[src/rtl/instr_word_encoder.sv]
// Program loader: encodes symbolic MIPS instruction requests into 32-bit words.
// Words pass through a small FIFO and are written sequentially to instruction memory.
module instr_word_encoder #(
    parameter int DEPTH  = 4,
    parameter int ADDR_W = 32
) (
    input  logic              clk_i,
    input  logic              rst_i,
    input  logic              start_i,
    input  logic [ADDR_W-1:0] base_addr_i,
    input  logic              req_valid_i,
    output logic              req_ready_o,
    input  logic [2:0]        req_kind_i,
    input  logic [4:0]        req_rs_i,
    input  logic [4:0]        req_rt_i,
    input  logic [4:0]        req_rd_i,
    input  logic [4:0]        req_shamt_i,
    input  logic [5:0]        req_funct_i,
    input  logic [15:0]       req_imm_i,
    input  logic [25:0]       req_target_i,
    input  logic              req_last_i,
    output logic              mem_we_o,
    output logic [ADDR_W-1:0] mem_addr_o,
    output logic [31:0]       mem_data_o,
    input  logic              mem_ready_i,
    output logic              busy_o,
    output logic              done_o,
    output logic [15:0]       word_count_o
);

    localparam int PTR_W = (DEPTH > 1) ? $clog2(DEPTH) : 1;
    localparam logic [PTR_W:0] PTR_ONE = 1;

    localparam logic [2:0] KIND_R    = 3'd0;
    localparam logic [2:0] KIND_ADDI = 3'd1;
    localparam logic [2:0] KIND_SLTI = 3'd2;
    localparam logic [2:0] KIND_BEQ  = 3'd3;
    localparam logic [2:0] KIND_LW   = 3'd4;
    localparam logic [2:0] KIND_SW   = 3'd5;
    localparam logic [2:0] KIND_J    = 3'd6;
    localparam logic [2:0] KIND_JAL  = 3'd7;

    typedef enum logic [1:0] {
        IDLE  = 2'd0,
        LOAD  = 2'd1,
        DRAIN = 2'd2,
        DONE  = 2'd3
    } state_t;

    state_t            state_reg;
    logic [PTR_W:0]    wr_ptr_reg;
    logic [PTR_W:0]    rd_ptr_reg;
    logic              last_seen_reg;
    logic [ADDR_W-1:0] addr_reg;
    logic [15:0]       count_reg;

    logic [5:0]        opcode;
    logic [31:0]       enc_word;
    logic [DEPTH-1:0][32:0] entry_vec;
    logic [32:0]       head;
    logic              fifo_empty;
    logic              fifo_full;
    logic              push;
    logic              pop;

    always_comb begin
        opcode = 6'h00;
        case (req_kind_i)
            KIND_R:    opcode = 6'h00;
            KIND_ADDI: opcode = 6'h08;
            KIND_SLTI: opcode = 6'h0A;
            KIND_BEQ:  opcode = 6'h04;
            KIND_LW:   opcode = 6'h23;
            KIND_SW:   opcode = 6'h2B;
            KIND_J:    opcode = 6'h02;
            KIND_JAL:  opcode = 6'h03;
            default:   opcode = 6'h00;
        endcase
    end

    always_comb begin
        enc_word = {opcode, req_rs_i, req_rt_i, req_imm_i};
        case (req_kind_i)
            KIND_R:          enc_word = {opcode, req_rs_i, req_rt_i, req_rd_i, req_shamt_i, req_funct_i};
            KIND_J, KIND_JAL: enc_word = {opcode, req_target_i};
            default:         enc_word = {opcode, req_rs_i, req_rt_i, req_imm_i};
        endcase
    end

    // Pointers carry one extra wrap bit so full and empty are distinguishable.
    assign fifo_empty = (wr_ptr_reg == rd_ptr_reg);
    assign fifo_full  = (wr_ptr_reg[PTR_W] != rd_ptr_reg[PTR_W]) &&
                        (wr_ptr_reg[PTR_W-1:0] == rd_ptr_reg[PTR_W-1:0]);

    assign req_ready_o = (state_reg == LOAD) && !fifo_full && !last_seen_reg;
    assign push        = req_valid_i && req_ready_o;

    assign head     = entry_vec[rd_ptr_reg[PTR_W-1:0]];
    assign mem_we_o = !fifo_empty && ((state_reg == LOAD) || (state_reg == DRAIN));
    assign pop      = mem_we_o && mem_ready_i;

    // Data is gated so the bus reads zero whenever no write is offered.
    assign mem_data_o   = mem_we_o ? head[31:0] : 32'h0;
    assign mem_addr_o   = addr_reg;
    assign busy_o       = (state_reg != IDLE);
    assign done_o       = (state_reg == DONE);
    assign word_count_o = count_reg;

    genvar gi;
    generate
        for (gi = 0; gi < DEPTH; gi++) begin : g_entry
            logic [32:0] data_reg;

            always_ff @(posedge clk_i or negedge rst_i) begin
                if (!rst_i) begin
                    data_reg <= '0;
                end else if (push && (wr_ptr_reg[PTR_W-1:0] == PTR_W'(gi))) begin
                    data_reg <= {req_last_i, enc_word};
                end
            end

            assign entry_vec[gi] = data_reg;
        end
    endgenerate

    always_ff @(posedge clk_i or negedge rst_i) begin
        if (!rst_i) begin
            state_reg     <= IDLE;
            wr_ptr_reg    <= '0;
            rd_ptr_reg    <= '0;
            last_seen_reg <= 1'b0;
            addr_reg      <= '0;
            count_reg     <= '0;
        end else begin
            if (push) begin
                wr_ptr_reg <= wr_ptr_reg + PTR_ONE;
            end
            if (pop) begin
                rd_ptr_reg <= rd_ptr_reg + PTR_ONE;
                addr_reg   <= addr_reg + ADDR_W'(4);
                if (count_reg != 16'hFFFF) begin
                    count_reg <= count_reg + 16'd1;
                end
            end

            case (state_reg)
                IDLE: begin
                    if (start_i) begin
                        state_reg     <= LOAD;
                        addr_reg      <= base_addr_i & ~ADDR_W'(3);
                        count_reg     <= '0;
                        last_seen_reg <= 1'b0;
                    end
                end
                LOAD: begin
                    if (push && req_last_i) begin
                        last_seen_reg <= 1'b1;
                        state_reg     <= DRAIN;
                    end
                end
                DRAIN: begin
                    if (pop && head[32]) begin
                        state_reg <= DONE;
                    end
                end
                DONE: begin
                    state_reg <= IDLE;
                end
                default: state_reg <= IDLE;
            endcase
        end
    end

endmodule

[config.mk]
export PLATFORM = sky130hd
export DESIGN_NAME = instr_word_encoder
export DESIGN_NICKNAME = d
export VERILOG_FILES = /design/src/rtl/instr_word_encoder.sv
export SDC_FILE = /design/constraint.sdc
export NUM_CORES = 1
export LEC_CHECK = 0
export BUFFER_PORTS_ARGS = -buffer_cell sky130_fd_sc_hd__buf_2
export CORE_ASPECT_RATIO = 1.5
export CORE_MARGIN = 4
export CORE_UTILIZATION = 55
export CTS_CLUSTER_DIAMETER = 40
export DETAILED_ROUTE_END_ITERATION = 10
export PLACE_DENSITY = 0.79
export SYNTH_ARGS = -nofsm -noshare
export SYNTH_HDL_FRONTEND = slang
export SYNTH_SLANG_ARGS = --single-unit
[constraint.sdc]
create_clock -name clk_i -period 2.7 [get_ports clk_i]
set_clock_uncertainty 0.1 [all_clocks]
set_input_delay 0.27 -clock clk_i [delete_from_list [all_inputs] [get_ports clk_i]]
set_output_delay 0.27 -clock clk_i [all_outputs]
set_load 0.005 [all_outputs]
==> summary.md, run 1 <==
| Metric | Value |
|---|---|
| Final Critical Period | `2480 ps` |
| Peak supply drop | `0.534 mV` |
| Seq/Total Area, Yosys | `50.1%` |
| WP data arrival | `2110 ps` |
| Gr ovfl total | `0` |
| Hpwl dp | `15600 um` |
| Max reg flops | `128` |
| Clock slew at reported path FFs | `70 ps` |
| Final core occ | `68.9%` |
| EDFF count, synth | `0` |
| Pre-CTS setup slack | `186 ps` |
| TritonCTS clock tree | `yes` |
| PwrDens | `1080 mW/mm2` |
| Placeable Area | `0.0163 mm2` |
| Initial antenna violation count | `0` |
| Worst-Margin Slew | `1070 ps` |
| Drt via density | `5.69` |
| Synth unique cells | `50` |
| Startpoint types | `flip-flop` |
| CP required | `2330 ps` |
| Clock sink total | `183` |
| Die area | `0.0188 mm2` |
| Clock Power Share | `20.8%` |
| Post-synth ARST share | `100%` |
| Hold crit path type | `in2reg` |
| Vias | `7541` |
| Initial Utilization | `56.2%` |
| Routed WL per cell | `17.0 um` |
| Area delta synth->final | `22.7%` |
| P_sw | `4.55 mW` |
| CTS HTree Levels | `4` |
| Mean post-synth cell area | `10.1 um2` |
| Yosys top cell area share | `50.1%` |
| Most common cell in the netlist | `dfrtp_1` |
| Ports | `193` |
| Final setup margin | `218 ps` |
| Max-slew violation count | `0` |
| Die Ht | `166 um` |
| # port buffers | `187` |
| Sw Ratio | `37.6%` |
| Fin nets | `1232` |
| Routed WL | `22500 um` |
| TritonRoute pass-1 iters | `8` |
| Cells taking the most area after synthesis | `dfrtp_1, mux4_2, o21ai_0, nand2_1, and3_1` |
| GPL Wtd Cong | `0.798` |
| Post-route ant nets | `0` |
| Seq pwr share | `39.1%` |
| Post-route setup TNS | `0 ps` |
| Share of cells above drive strength 1 | `27.1%` |
| Post-synthesis cell type with the largest combined area | `dfrtp_1` |
| Status | `finished clean` |
| Clk root buf | `clkbuf_16` |
| Num rows | `57` |
| GRT Total Usage | `24.7%` |
| Dpl cells | `1268` |
| Number of setup buffers added after CTS | `0` |
| RSZ-0062 raised after global routing | `false` |
| Flops & latches, synth | `183` |
| Drt drc | `0` |
| Critical Path Sink Type | `output pin` |
| Critical path peak fanout | `22` |
| LEAKAGE | `5.34 nW` |
| Hold Vio Cnt, Final | `0` |
| Max Fclk | `0.403 GHz` |
| Total power | `12.1 mW` |
| DIE WIDTH | `113 um` |
| Max_cap viols | `0` |
| Internal | `7.55 mW` |
| Period utilization | `91.9%` |
| Gate Count Post-Synth | `906` |
| Non-filler cells, final | `1325` |
| Final setup vio count | `0` |
| Worst setup path class | `reg2out` |
| Commonest cells in the netlist | `dfrtp_1, nand2_1, o21ai_0` |
| # diodes | `0` |
| Top FF cell, synth | `dfrtp_1` |
| Combinational power share | `40.1%` |
| Starting DRT DRC Count | `529` |
| Via count of the first global-routing pass | `7767` |
| Mapped Area | `0.00913 mm2` |
| Clk_lat worst skew | `430 ps` |
| Largest net degree at the start of global routing | `73` |
| Max-slew headroom | `28.1%` |
| TritonCTS Buffers | `17` |
| First-pass GRT wire length | `37700 um` |
| Warnings, synthesis | `0` |
| Clk buf depth | `2` |
## worst max-delay path: stages (launching register included)
cell and delay, ps:
dfrtp_1 470, xor2_2 300, nor2_1 110, nand2_2 250
buf_12 200, and3_1 230, buf_2 140
## cells in the final DEF, fill, tap and decap left out, types with 6 or more instances in the layout
cell / instances
a21oi_1: 26
a22o_1: 16
a31oi_1: 9
and3_1: 38
buf_2: 186
buf_4: 24
clkbuf_16: 17
dfrtp_1: 181
dlygate4sd3_1: 25
ha_1: 17
inv_1: 12
inv_6: 6
mux2_2: 6
mux2i_1: 12
mux4_2: 32
nand2_1: 170
nand3_1: 21
nand4_1: 17
nor2_1: 35
nor3_1: 9
nor4_1: 6
o21ai_0: 141
o21ai_1: 9
xnor2_1: 20
xor2_1: 20
## cell type report
type                       count  area [um2]
fill                        1235        5050
sequential                   183        4580
multi-input combinational    651        4250
timing repair buffer         241        1470
clock buffer                  17         425
tap                          206         258
clock inverter                15         180
inverter                      12        45.0
## logic make-up (layout without fill, tap and decap cells)
logic type	count (synthesis)	in the layout	share of synthesized area, %
XOR/XNOR	42	42	4.19
multiplexers	50	50	9.95
AO/OA/AOI/OAI	213	213	12.9
adder cells (fa/ha/maj)	17	17	2.33
AND/OR/NAND/NOR	326	326	16.9
flip-flops	183	183	50.1
buffers and inverters	74	285	3.55
other	1	3	0.0411
## repair_timing
action                                  in CTS  in global routing
endpoints found under the setup margin       0                 14
hold buffers                                25                  0
resized for setup                            0                  1
endpoints found under the hold margin       92                  0
## per-layer routing
metal,track usage [%],wire length (um),vias to the layer above
li1,-,-,3594
met5,0,0,-
met1,31.3,8970,3631
met2,42.8,11700,286
met3,4.48,1390,30
met4,7.69,383,0
## final timing paths
path | cells after the start | from | to | slack [ps]
max | 6 | wr_ptr_reg[0] | mem_data_o[31] | 220
min | 3 | base_addr_i[24] | mem_addr_o[24] | 20
max reg2reg | 8 | state_reg[1] | mem_addr_o[26] | 270
min reg2reg | 2 | g_entry[2].data_reg[20] | g_entry[2].data_reg[20] | 380
max in group asynchronous | 3 | rst_i | g_entry[1].data_reg[3] | 1320
min in group asynchronous | 2 | rst_i | word_count_o[7] | 320
## per-stage QoR
stage	hold slack, ps	area (um2)
after floorplan	-126	9140
after global placement	217	10300
after detailed placement	227	10300
after CTS	0.239	11200
after global routing	11.0	11200
final	15.6	11200
## power by group through the flow
| stage | registers [mW] | clock network (mW) | logic [mW] |
|---|---|---|---|
| final | 4.73 | 2.51 | 4.86 |
| after global routing | 4.89 | 2.68 | 5.45 |
| after CTS | 4.73 | 2.55 | 4.91 |
| after detailed placement | 4.78 | 0 | 4.84 |
| after global placement | 4.70 | 0 | 4.71 |
| after floorplan | 4.56 | 0 | 3.19 |
Note: power is estimated with default switching activity, not from simulation.
==> run 2, diff against run 1 <==
--- a/config.mk
+++ b/config.mk
@@ -8,8 +8,8 @@
 export BUFFER_PORTS_ARGS = -buffer_cell sky130_fd_sc_hd__buf_2
-export CORE_ASPECT_RATIO = 1.5
+export CORE_ASPECT_RATIO = 0.9
 export CORE_MARGIN = 4
-export CORE_UTILIZATION = 55
+export CORE_UTILIZATION = 45
 export CTS_CLUSTER_DIAMETER = 40
 export DETAILED_ROUTE_END_ITERATION = 10
-export PLACE_DENSITY = 0.79
+export PLACE_DENSITY = 0.67
 export SYNTH_ARGS = -nofsm -noshare
==> constraint.sdc (replaced) <==
create_clock -name clk_i -period 2.7 [get_ports clk_i]
set_clock_uncertainty 0.1 [all_clocks]
set_input_delay 0.54 -clock clk_i [delete_from_list [all_inputs] [get_ports clk_i]]
set_output_delay 0.54 -clock clk_i [all_outputs]
set_load 0.005 [all_outputs]
==> summary.md, run 2 (synthesized netlist as in run 1, its figures left out) <==
| Metric | Value |
|---|---|
| Status | `finished with violations (was finished clean)` |
| Failing checks | `negative hold slack` |
| Post-route ant nets | `0 (unchanged)` |
| Area delta synth->final | `22.7% (about the same)` |
| LEAKAGE | `5.33 nW (was 5.34 nW)` |
| Post-route setup TNS | `0 ps (unchanged)` |
| M3 GR Usage | `4.27% (was 4.48%)` |
| Drt drc | `0 (unchanged)` |
| Crit path max-delay family | `multiplexers (was simple AND/OR/NAND/NOR gates)` |
| Critical path peak fanout | `15 (was 22)` |
| Share of cells above drive strength 1 | `28.4% (was 27.1%)` |
| Die Ht | `143 um (was 166 um)` |
| Initial antenna violation count | `0 (unchanged)` |
| Max reg flops | `128 (unchanged)` |
| Critical path cell sequence | `buf_4, buf_12, mux4_2, and3_1, buf_2 (was xor2_2, nor2_1, nand2_2, buf_12, and3_1, buf_2)` |
| Most frequent cells in the layout | `buf_2, dfrtp_1, nand2_1 (unchanged)` |
| Clk buf depth | `2 (unchanged)` |
| Max-slew violation count | `0 (unchanged)` |
| PwrDens | `1110 mW/mm2 (was 1080 mW/mm2)` |
| Routed WL per cell | `16.8 um (was 17.0 um)` |
| Worst-Margin Slew | `614 ps (was 1070 ps)` |
| Clock slew at reported path FFs | `70 ps (about the same)` |
| Clk_lat worst skew | `430 ps (about the same)` |
| CTS HTree Levels | `4 (unchanged)` |
| Hpwl dp | `15800 um (was 15600 um)` |
| Combinational power share | `41.1% (was 40.1%)` |
| Commonest non-fill, non-tap cell in the layout | `buf_2 (unchanged)` |
| Final core occ | `56.1% (was 68.9%)` |
| Fin nets | `1220 (was 1232)` |
| P_sw | `4.56 mW (was 4.55 mW)` |
| Max-slew headroom | `59.1% (was 28.1%)` |
| Internal | `7.86 mW (was 7.55 mW)` |
| CP required | `2060 ps (was 2330 ps)` |
| Clock sink total | `183 (unchanged)` |
| Met2 Resource Use GR | `33.6% (was 42.8%)` |
| Hold buffer count at cts | `0 (was 25)` |
| Peak supply drop | `0.579 mV (was 0.534 mV)` |
| Sw Ratio | `36.7% (was 37.6%)` |
| Routed WL | `22900 um (was 22500 um)` |
| Critical Path Sink Type | `output pin (unchanged)` |
| Vias | `7325 (was 7541)` |
| Gr ovfl total | `0 (unchanged)` |
| Total power | `12.4 mW (was 12.1 mW)` |
| Period utilization | `97.5% (was 91.9%)` |
| WP data arrival | `1990 ps (was 2110 ps)` |
| Critical path's slowest cell | `mux4_2 (was dfrtp_1)` |
| Max Fclk | `0.380 GHz (was 0.403 GHz)` |
| Startpoint types | `flip-flop (unchanged)` |
| Num rows | `49 (was 57)` |
| Starting DRT DRC Count | `442 (was 529)` |
| CP bufs+invs | `3 (was 2)` |
| DIE WIDTH | `158 um (was 113 um)` |
| GPL Wtd Cong | `0.800 (was 0.798)` |
| Placeable Area | `0.0200 mm2 (was 0.0163 mm2)` |
| Most Used Layer, Global Route | `met2 (unchanged)` |
| Drt via density | `5.38 (was 5.69)` |
| First-pass GRT wire length | `37200 um (was 37700 um)` |
| TritonCTS clock tree | `yes (unchanged)` |
| Hold Vio Cnt, Final | `15 (was 0)` |
| Dpl cells | `1324 (was 1268)` |
| Worst setup path class | `reg2out (unchanged)` |
| Initial Utilization | `45.7% (was 56.2%)` |
| TritonRoute pass-1 iters | `5 (was 8)` |
| Seq pwr share | `38.1% (was 39.1%)` |
| Met1 usage | `29.0% (was 31.3%)` |
| TritonCTS Buffers | `17 (unchanged)` |
| # port buffers | `187 (unchanged)` |
| Largest net degree at the start of global routing | `61 (was 73)` |
| Ports | `193 (unchanged)` |
| Slowest cell delay on critical path | `520 ps (was 470 ps)` |
| Clk root buf | `clkbuf_16 (unchanged)` |
| Via count of the first global-routing pass | `7136 (was 7767)` |
| # diodes | `0 (unchanged)` |
| Die area | `0.0226 mm2 (was 0.0188 mm2)` |
| Final setup vio count | `0 (unchanged)` |
| Hold crit path type | `in2async (was in2reg)` |
| Max_cap viols | `0 (unchanged)` |
| Clock Power Share | `20.7% (was 20.8%)` |
| Final hold slack | `-31.2 ps (was 15.6 ps)` |
| Non-filler cells, final | `1361 (was 1325)` |
| Final Critical Period | `2630 ps (was 2480 ps)` |
| GRT Total Usage | `20.6% (was 24.7%)` |
run 2: cell count changes in the layout (fill, tap and decap cells not counted), sizes merged:
cell | previous run | this run
dlygate4sd3 | 25 | 0
clkbuf | 17 | 21
buf | 216 | 227
inv | 21 | 17
clkinvlp | 2 | 1
bufinv | 1 | 3
run 2: cell type report:
class                      count  area [um2]
fill                        1784        8780
clock inverter                12         166
timing repair buffer         229        1390
sequential                   183        4580
tap                          255         319
inverter                      12        45.0
clock buffer                  19         433
multi-input combinational    651        4270
run 2: timing repair:
| action | 4_1_cts | 5_1_grt |
|---|---|---|
| buffers inserted | 0 | 4 |
| endpoints found under the setup margin | 4 | 31 |
| resized for setup | 1 | 5 |
| pin swaps | 0 | 1 |
| cloned | 0 | 2 |
run 2: metal layers:
layer,part of all wire [%],routed length [um]
met3,5.8,1320
met2,47,10800
met4,0.59,135
met5,0,0
met1,46,10600
run 2: worst reg2reg max path, cell delays in order (launching register included):
cell	delay [ps]
dfrtp_1	390
inv_1	110
ha_1	350
and2_1	170
o31a_1	360
nand3_1	230
or3_1	360
a31oi_1	180
run 2: stage by stage:
stage                     cell area [um2]  setup WS (ps)
after floorplan                      9140            547
after global placement              10500            380
after detailed placement            10500            332
after CTS                           11100           3.00
after global routing                11200          -9.57
final                               11200           66.2
run 2: power by group through the flow:
stage / Combinational [mW] / Sequential [mW] / Clock [mW]
global route: 5.70 / 4.90 / 2.76
floorplan: 3.19 / 4.56 / 0
finish: 5.11 / 4.74 / 2.57
detailed placement: 4.93 / 4.78 / 0
global placement: 4.83 / 4.73 / 0
CTS: 4.96 / 4.75 / 2.63
run 2: path summary, 6_finish.rpt:
path                                   startpoint                 endpoint  slack (ps)  cells after the start
hold / removal                              rst_i          word_count_o[7]         -30                      1
hold reg to reg            g_entry[2].data_reg[2]   g_entry[2].data_reg[2]         380                      2
setup reg to reg                     state_reg[0]           mem_addr_o[21]         370                      7
min in group clk_i                base_addr_i[25]           mem_addr_o[25]         210                      3
max in group asynchronous                   rst_i  g_entry[2].data_reg[28]        1750                      2
setup / recovery                    rd_ptr_reg[0]            mem_data_o[1]          70                      5
